==> src/rtl/minred_pkg.sv <==
`default_nettype none
// ============================================================================
// Module   : minred_pkg
// Purpose  : Shared definitions for the min-plus reduction sequencer:
//            lane count, min identity helper and FSM state type.
// Macros   : MINRED_ARGMIN_EN (consumed by min5_tree / minplus_reduce_ctrl)
// Revision : 1.0 - initial release
// ============================================================================
package minred_pkg;

  // Number of W-bit lanes carried by one input beat.
  localparam int LANES = 4;

  // Widest element supported by min_ident; callers cast down to their width.
  localparam int MAX_IDENT_W = 64;

  // All-ones value of width w: the identity element of unsigned min.
  function automatic logic [MAX_IDENT_W-1:0] min_ident(input int w);
    if (w >= MAX_IDENT_W) begin
      min_ident = '1;
    end else begin
      min_ident = (64'd1 << w) - 64'd1;
    end
  endfunction

  typedef enum logic [0:0] {
    ACC  = 1'b0,
    HOLD = 1'b1
  } minred_state_t;

endpackage : minred_pkg
`default_nettype wire

==> src/rtl/min5_tree.sv <==
`default_nettype none
// ============================================================================
// Module   : min5_tree
// Purpose  : Combinational 5-input unsigned minimum. Input 0 has the highest
//            tie priority, input 4 the lowest.
// Ports    : in_val  - five W-bit candidates (index 0 = highest priority)
//            in_idx  - element index carried with each candidate (argmin)
//            out_min - smallest candidate
//            out_idx - index carried by the winning candidate (argmin)
// Macros   : MINRED_ARGMIN_EN adds the in_idx/out_idx index-carry path.
// Revision : 1.0 - initial release
// ============================================================================
module min5_tree #(
  parameter int W = 16
`ifdef MINRED_ARGMIN_EN
  ,
  parameter int IDX_W = 16
`endif
) (
  input  logic [4:0][W-1:0]     in_val,
`ifdef MINRED_ARGMIN_EN
  input  logic [4:0][IDX_W-1:0] in_idx,
  output logic [IDX_W-1:0]      out_idx,
`endif
  output logic [W-1:0]          out_min
);

  // A strict less-than scan in priority order means an equal later
  // candidate never displaces an earlier one.
  always_comb begin
    out_min = in_val[0];
`ifdef MINRED_ARGMIN_EN
    out_idx = in_idx[0];
`endif
    for (int i = 1; i < 5; i++) begin
      if (in_val[i] < out_min) begin
        out_min = in_val[i];
`ifdef MINRED_ARGMIN_EN
        out_idx = in_idx[i];
`endif
      end
    end
  end

endmodule : min5_tree
`default_nettype wire

==> src/rtl/minplus_reduce_ctrl.sv <==
`default_nettype none
// ============================================================================
// Module   : minplus_reduce_ctrl
// Purpose  : Streaming sequencer folding a vector of 4-lane beats (terminated
//            by in_last) into a single unsigned minimum, delivered on a
//            valid/ready output port.
// Ports    : clk, rst (async, active-high)
//            in_valid/in_ready/in_data/in_keep/in_last - input beat stream
//            out_valid/out_ready                       - result handshake
//            out_data  - minimum over all kept lanes of the vector
//            out_count - beats accepted in the vector (saturating)
//            out_idx   - argmin element index (MINRED_ARGMIN_EN only)
// Macros   : MINRED_ARGMIN_EN enables the argmin index path and out_idx.
// Revision : 1.0 - initial release
// ============================================================================
module minplus_reduce_ctrl
  import minred_pkg::*;
#(
  parameter int W     = 16,
  parameter int CNT_W = 16
) (
  input  logic                 clk,
  input  logic                 rst,
  input  logic                 in_valid,
  output logic                 in_ready,
  input  logic [LANES*W-1:0]   in_data,
  input  logic [LANES-1:0]     in_keep,
  input  logic                 in_last,
  output logic                 out_valid,
  input  logic                 out_ready,
  output logic [W-1:0]         out_data,
  output logic [CNT_W-1:0]     out_count
`ifdef MINRED_ARGMIN_EN
  ,
  output logic [CNT_W-1:0]     out_idx
`endif
);

  localparam logic [W-1:0] c_ident = W'(min_ident(W));

  minred_state_t    state_q, state_d;
  logic [W-1:0]     acc_q, acc_d;
  logic [CNT_W-1:0] beat_cnt_q, beat_cnt_d;
  logic             out_valid_q, out_valid_d;
  logic [W-1:0]     out_data_q, out_data_d;
  logic [CNT_W-1:0] out_count_q, out_count_d;

  logic [4:0][W-1:0] w_min_in;
  logic [W-1:0]      w_min;
  logic [CNT_W-1:0]  w_cnt_inc;

`ifdef MINRED_ARGMIN_EN
  logic [CNT_W-1:0]      acc_idx_q, acc_idx_d;
  logic [CNT_W-1:0]      out_idx_q, out_idx_d;
  logic [4:0][CNT_W-1:0] w_idx_in;
  logic [CNT_W-1:0]      w_min_idx;
`endif

  // Accumulator sits on the highest-priority input so a tie keeps the
  // element seen earliest in the stream.
  always_comb begin
    w_min_in[0] = acc_q;
    for (int k = 0; k < LANES; k++) begin
      w_min_in[k+1] = in_keep[k] ? in_data[k*W +: W] : c_ident;
    end
  end

`ifdef MINRED_ARGMIN_EN
  // Element index of lane k in beat b is b*LANES + k, wrapped to CNT_W bits.
  always_comb begin
    w_idx_in[0] = acc_idx_q;
    for (int k = 0; k < LANES; k++) begin
      w_idx_in[k+1] = (beat_cnt_q << 2) | CNT_W'(k);
    end
  end
`endif

  min5_tree #(
    .W     (W)
`ifdef MINRED_ARGMIN_EN
    ,
    .IDX_W (CNT_W)
`endif
  ) u_min5 (
    .in_val  (w_min_in),
`ifdef MINRED_ARGMIN_EN
    .in_idx  (w_idx_in),
    .out_idx (w_min_idx),
`endif
    .out_min (w_min)
  );

  assign w_cnt_inc = (beat_cnt_q == '1) ? beat_cnt_q : beat_cnt_q + CNT_W'(1);

  // in_ready depends on state only, so it never combinationally loops
  // through the upstream valid.
  assign in_ready = (state_q == ACC);

  always_comb begin
    state_d     = state_q;
    acc_d       = acc_q;
    beat_cnt_d  = beat_cnt_q;
    out_valid_d = out_valid_q;
    out_data_d  = out_data_q;
    out_count_d = out_count_q;
`ifdef MINRED_ARGMIN_EN
    acc_idx_d   = acc_idx_q;
    out_idx_d   = out_idx_q;
`endif
    case (state_q)
      ACC: begin
        if (in_valid) begin
          if (in_last) begin
            out_data_d  = w_min;
            out_count_d = w_cnt_inc;
            out_valid_d = 1'b1;
            acc_d       = c_ident;
            beat_cnt_d  = '0;
`ifdef MINRED_ARGMIN_EN
            out_idx_d   = w_min_idx;
            acc_idx_d   = '0;
`endif
            state_d     = HOLD;
          end else begin
            acc_d      = w_min;
            beat_cnt_d = w_cnt_inc;
`ifdef MINRED_ARGMIN_EN
            acc_idx_d  = w_min_idx;
`endif
          end
        end
      end
      HOLD: begin
        if (out_ready) begin
          out_valid_d = 1'b0;
          state_d     = ACC;
        end
      end
      default: state_d = ACC;
    endcase
  end

  always_ff @(posedge clk or posedge rst) begin
    if (rst) begin
      state_q     <= ACC;
      acc_q       <= c_ident;
      beat_cnt_q  <= '0;
      out_valid_q <= 1'b0;
      out_data_q  <= '0;
      out_count_q <= '0;
`ifdef MINRED_ARGMIN_EN
      acc_idx_q   <= '0;
      out_idx_q   <= '0;
`endif
    end else begin
      state_q     <= state_d;
      acc_q       <= acc_d;
      beat_cnt_q  <= beat_cnt_d;
      out_valid_q <= out_valid_d;
      out_data_q  <= out_data_d;
      out_count_q <= out_count_d;
`ifdef MINRED_ARGMIN_EN
      acc_idx_q   <= acc_idx_d;
      out_idx_q   <= out_idx_d;
`endif
    end
  end

  assign out_valid = out_valid_q;
  assign out_data  = out_data_q;
  assign out_count = out_count_q;
`ifdef MINRED_ARGMIN_EN
  assign out_idx   = out_idx_q;
`endif

endmodule : minplus_reduce_ctrl
`default_nettype wire

==> config.mk <==
export PLATFORM = sky130hd
export DESIGN_NAME = minplus_reduce_ctrl
export DESIGN_NICKNAME = d
export VERILOG_FILES = /design/src/rtl/minred_pkg.sv /design/src/rtl/min5_tree.sv /design/src/rtl/minplus_reduce_ctrl.sv
export SDC_FILE = /design/constraint.sdc
export NUM_CORES = 1
export LEC_CHECK = 0
export BUFFER_PORTS_ARGS = -buffer_cell sky130_fd_sc_hd__buf_4
export CAP_MARGIN = 0
export CORE_MARGIN = 4
export CORE_UTILIZATION = 60
export CTS_BUF_LIST = sky130_fd_sc_hd__clkbuf_4 sky130_fd_sc_hd__clkbuf_8
export DETAILED_ROUTE_END_ITERATION = 7
export GPL_TIMING_DRIVEN = 0
export MAX_ROUTING_LAYER = met4
export PLACE_DENSITY = 0.85
export SETUP_SLACK_MARGIN = 0.4
export SYNTH_ARGS = -nofsm -noshare
export SYNTH_HDL_FRONTEND = slang
export SYNTH_SLANG_ARGS = --single-unit
export TNS_END_PERCENT = 10
==> constraint.sdc <==
create_clock -name clk -period 14.3 [get_ports clk]
set_input_delay 1.43 -clock clk [delete_from_list [all_inputs] [get_ports clk]]
set_output_delay 1.43 -clock clk [all_outputs]
set_load 0.02 [all_outputs]
-- Yosys cells after proc, flatten, opt, wreduce, memory -nomap -nowiden
Cells that the tools add are included.
- logic and storage cells: 38
- input bits: 73
- flip-flop bits (word level): 66
- output and inout port bits: 34
- reduce and logical (&&, ||, !) cells: 3
- multiplexer cells: 19
- add/sub/neg operators: 1
- $lt $le $gt $ge: 4
- bitwise gates (word level): 1
- equal/unequal tests: 4
- operators by type and width (kind ; number):
    2-to-1 mux 16 bit ; 11
    less-than comparator 16 bit ; 4
    adder 16 x 1 -> 16 bit, second input constant ; 1
    equality test 16 bit, second input constant ; 1
    2-to-1 mux 1 bit ; 6
    AND reduction 3 bit ; 2
    inequality test 2 bit, second input constant ; 2
    one-hot mux 1 bit (2 select lines) ; 2
    inequality test 2 x 1 -> 1 bit, second input constant ; 1
    AND reduction 2 bit ; 1
    inverter 1 bit ; 1

-- Longest topological paths before layout
- depth in word-level cells: 10
- depth in mapped cells: 43
- gate-level depth less buffers: 38

-- Modules after synthesis
Synthesis repeated with hierarchy kept, for this count alone.
- cell total of the unflattened synthesis: 755
- area, all modules: 6119.6 µm²
- by module, submodules not included (module ; instances ; seq. area each (µm²) ; area an instance (µm²) ; cells each):
    minplus_reduce_ctrl ; 1 ; 1671.6 ; 3667.3 ; 420
    min5_tree ; 1 ; 0.0 ; 2452.4 ; 335

-- Worst setup path before layout
OpenSTA, ideal clock, no wires.
- path type: input to register
- start: input in_keep[0]
- end: register acc_q[1]
- library setup time: 0.083 ns
- setup slack: 4.525 ns
- buffers on the path: 6
- arrival time: 9.692 ns
- cell stages on the path: 43
- data required time: 14.217 ns
- cell sequence: clkbuf_1 -> nand2b_1 -> ha_1 -> nand2_1 -> nor4_4 -> a32oi_2 -> and2_1 -> buf_2 -> buf_2 -> nor2_1 -> a21oi_1 -> ha_1 -> nand4_1 -> or2_2 -> nor2_1 -> o2111ai_1 -> a211o_1 -> nand2_2 -> [... 7 more ...] -> a211oi_1 -> o21ai_0 -> nor3_1 -> a2bb2oi_2 -> buf_6 -> mux2_2 -> ha_1 -> a21o_1 -> a21o_1 -> a21oi_1 -> o21ai_0 -> a21o_1 -> a21oi_1 -> nand4_1 -> o31a_4 -> buf_8 -> mux2_4 -> a22oi_1
- word-level cells in the longest chain between the ends: 10
- RTL lines (element ; RTL line ; source):
    from (decl) ; minplus_reduce_ctrl.sv:27 ; input logic [LANES-1:0] in_keep,
    2-to-1 mux 16 bit * ; minplus_reduce_ctrl.sv:64 ; w_min_in[k+1] = in_keep[k] ? in_data[k*W +: W] : c_ident;
    less-than comparator 16 bit ; min5_tree.sv:36 ; if (in_val[i] < out_min) begin
    2-to-1 mux 16 bit * ; min5_tree.sv:36 ;
    less-than comparator 16 bit ; min5_tree.sv:36 ;
    2-to-1 mux 16 bit * ; min5_tree.sv:36 ;
    less-than comparator 16 bit ; min5_tree.sv:36 ;
    2-to-1 mux 16 bit * ; min5_tree.sv:36 ;
    less-than comparator 16 bit ; min5_tree.sv:36 ;
    2-to-1 mux 16 bit * ; min5_tree.sv:36 ;
    2-to-1 mux 16 bit * ; minplus_reduce_ctrl.sv:113 ; if (in_last) begin
    to (signal assigned) ; minplus_reduce_ctrl.sv:146 ; acc_q <= c_ident;
    to (decl) ; minplus_reduce_ctrl.sv:42 ; logic [W-1:0] acc_q, acc_d;
Every way passes the cells marked *; elsewhere a longest branch is shown, timed or not.
A chain may end at the register's enable or synchronous reset.

-- Final worst setup path
- start: input in_keep[0]
- end: register acc_q[2]
Same word-level chain as after synthesis.

==> metrics <==
status finished, final reports clean; Layout area overhead 20.73%; gp weighted congestion 0.9441; Post-Route WL 15,700 um; Remaining Overflow, GRT 0; CORE AREA 9240 um2; DR DRC count 0; vias in the first global route 5,248; Mapped Area 5685 um2; worst-skew pair later-pin latency 0.34 ns; cts hold-fix bufs 0; Post-Layout Cell Count 907; max-cap viol count 0; Fin. Hold Viols 0; most frequent cells in the layout 105 x buf_4, 64 x nand2_1, 61 x inv_1; CTS tree yes; internal power 982.4 uW; RSZ-0062 raised after global routing no; Crit-path slowest cell a21oi_1; total negative slack 0 ns; commonest non-fill, non-tap cell in the layout buf_4; Power Density 267.2 nW/um2; Achievable Freq 89.43 MHz; cts repair resizes 0; reg2reg setup slack 4.29 ns; Comb power frac 0.765; CTS Buffer Depth 2; die area 11,100 um2; crit share post-route 0.7820; Worst EP required 14.56 ns; post-synthesis sequential area ratio 0.2940; Seq pwr share 0.146; Arrival @ worst endpoint 11.44 ns; clock buffer count from CTS 9; First-pass DRT Iterations 6; CP most frequent cell a21o_1; Tightest Pin Transition 0.7876 ns; Net Count, Synth 788; R2R Path Start acc_q[7]; Leakage 3.356 nW; VDD IR-drop max 208.9 uV; Startpoint Class input port; Post-synth EDFFs 0; relative slew slack 0.4701; Final #Nets 905; WP buf/inv 7; Placed Cells 891; Main synth FF type dfrtp_1; kind of cell adding the most delay to the critical path compound AO/OA/AOI/OAI gates; Sink Count 66; YS warnings 0; FILL cells 691; Mapped Cells 656; Via density 5.793; Synth area leaders dfrtp_1 22%, ha_1 13%, dfstp_2 7.4%, mux2_2 6.9%, nor2b_1 5.8%; Final Max Tran Viols 0; post-synth cell types 54; postcts setup bufs 0; share of cells above drive strength 1 0.2751; average size of a mapped cell 8.667 um2; clk_skew 0.009073 ns; top-area cell type share of the netlist area 0.2201; WL/cell 17.31 um; asr flop ratio synth 1.000; RR Endpoint acc_q[2]; largest net degree at the start of global routing 40; Core Util, Final 0.7429; area leader, netlist dfrtp_1; Tot GR Track Use 0.2951; clock transition at the registers of the reported paths 0.07 ns; post-synthesis register bit count 66; Die H 105.3 um; Sw Pwr 851.6 uW; CP peak stage delay 0.51 ns; power share of the clock group 0.089; Vias 5,254; CP startpoint in_keep[0]; # diodes 0; Top-Level Pins 107; CP Capture Point acc_q[2]; clock root buffer master clkbuf_8; crit path kind in2reg; DR iter-0 viols 291; Crit. End Element flop; antenna violations before repair 0; Final min period 11.18 ns; Sw Share 0.4643; # port buffers 105; Critical Path Stages 44; die width 105.3 um; initial core utilization 0.6153; H-tree depth 3; post-detail-place hpwl 12,830 um; final setup vio count 0; Routed Antenna Nets 0; HP Class reg2reg; reg2reg path depth 42; first-pass GRT wire length 25,700 um; Rows 35; worst-path maximum fanout 10
-- per-stage QoR --
stage | instance area, um2 | worst slack (ns) | total power, mW | hold WS (ns)
floorplan | 5685 | 4.525 | 1.288 | 0.4985
global placement | 6635 | 3.237 | 1.602 | 0.4603
detailed placement | 6655 | 3.028 | 1.645 | 0.4719
CTS | 6864 | 3.328 | 1.814 | 0.4871
global route | 6864 | 2.601 | 1.974 | 0.4994
finish | 6864 | 3.118 | 1.834 | 0.4843
-- synth_stat cells, types with 2 or more instances --
master and n:
dfstp_2 16, nand2_1 64, xnor2_1 6, and2_1 3, or2_2 4, o21ai_1 11
o21a_1 2, o211a_1 2, mux2_2 35, and4b_1 2, a21o_1 20, nand2b_1 17
xor2_1 5, nand3_1 7, a21oi_1 49, a211o_1 2, nor2b_1 53, o21ai_0 45
mux2_4 11, nor2_1 26, ha_1 59, and3_1 4, a22oi_2 9, dfrtp_1 50
inv_1 62, nor3_1 2, nand2_2 2, buf_2 5, a211oi_1 5, nand4_1 13
and4_1 2, o211ai_1 3, o31ai_1 7, or2b_1 4, a31o_2 2, a22oi_1 7
clkbuf_1 22, a31oi_1 2
-- sequential cells by signal, indices dropped and copies added (netlist names) --
name	flops
out_data	16
out_count	16
acc_q	16
state_q	1
beat_cnt_q	16
out_valid	1
-- area by class of cell --
cell class	instances	area, um2	share of cell area
sequential	66	1672	0.2435
tap	129	161.4	0.02351
timing repair buffer	106	808.3	0.1178
multi-input combinational	499	3647	0.5314
inverter	62	232.7	0.03390
buffer	29	133.9	0.01950
clock buffer	12	158.9	0.02315
clock inverter	4	50.05	0.007291
-- worst min path at each step --
| stage | startpoint | cells past startpoint | endpoint |
|---|---|---|---|
| floorplan | beat_cnt_q[9] | 1 | beat_cnt_q[9] |
| global placement | out_valid | 2 | out_valid |
| detailed placement | out_count[9] | 2 | out_count[9] |
| CTS | out_count[9] | 2 | out_count[9] |
| global route | out_count[9] | 2 | out_count[9] |
| finish | out_count[9] | 2 | out_count[9] |
-- power by group through the flow --
stage / clock network (mW) / registers, mW / logic [mW]
2_1_floorplan: 0 / 0.296 / 0.992
3_3_place_gp: 0 / 0.269 / 1.33
3_5_place_dp: 0 / 0.270 / 1.38
4_1_cts: 0.163 / 0.268 / 1.38
5_1_grt: 0.171 / 0.273 / 1.53
6_report: 0.162 / 0.269 / 1.40
-- metal layers --
layer / routed length (um) / share of wire / up-vias / global-route usage
met4: 359 / 0.023 / 0 / 0.07779
met5: 0 / 0 / - / -
met2: 7382 / 0.47 / 196 / 0.4640
li1: - / - / 2525 / -
met1: 6798 / 0.43 / 2488 / 0.3927
met3: 1159 / 0.074 / 45 / 0.05634
-- kinds of logic (layout without fill, tap and decap cells) --
| kind of cell | count (synthesis) | after routing | share of synthesized area |
|---|---|---|---|
| flip-flops | 66 | 66 | 0.2940 |
| AO/OA/AOI/OAI | 175 | 175 | 0.2014 |
| buffers and inverters | 91 | 213 | 0.06448 |
| XOR/XNOR | 11 | 11 | 0.01695 |
| AND/OR/NAND/NOR | 207 | 207 | 0.1932 |
| multiplexers | 47 | 47 | 0.1001 |
| adder cells (fa/ha/maj) | 59 | 59 | 0.1298 |
-- tightest hold or removal path, delay by kind of cell, from the launching register on --
family,cells,cell delay (ns)
AOI/OAI and AO/OA,1,0.06
DFF,1,0.35
and+or+nand+nor,1,0.04
(Power assumes the default switching activity.)
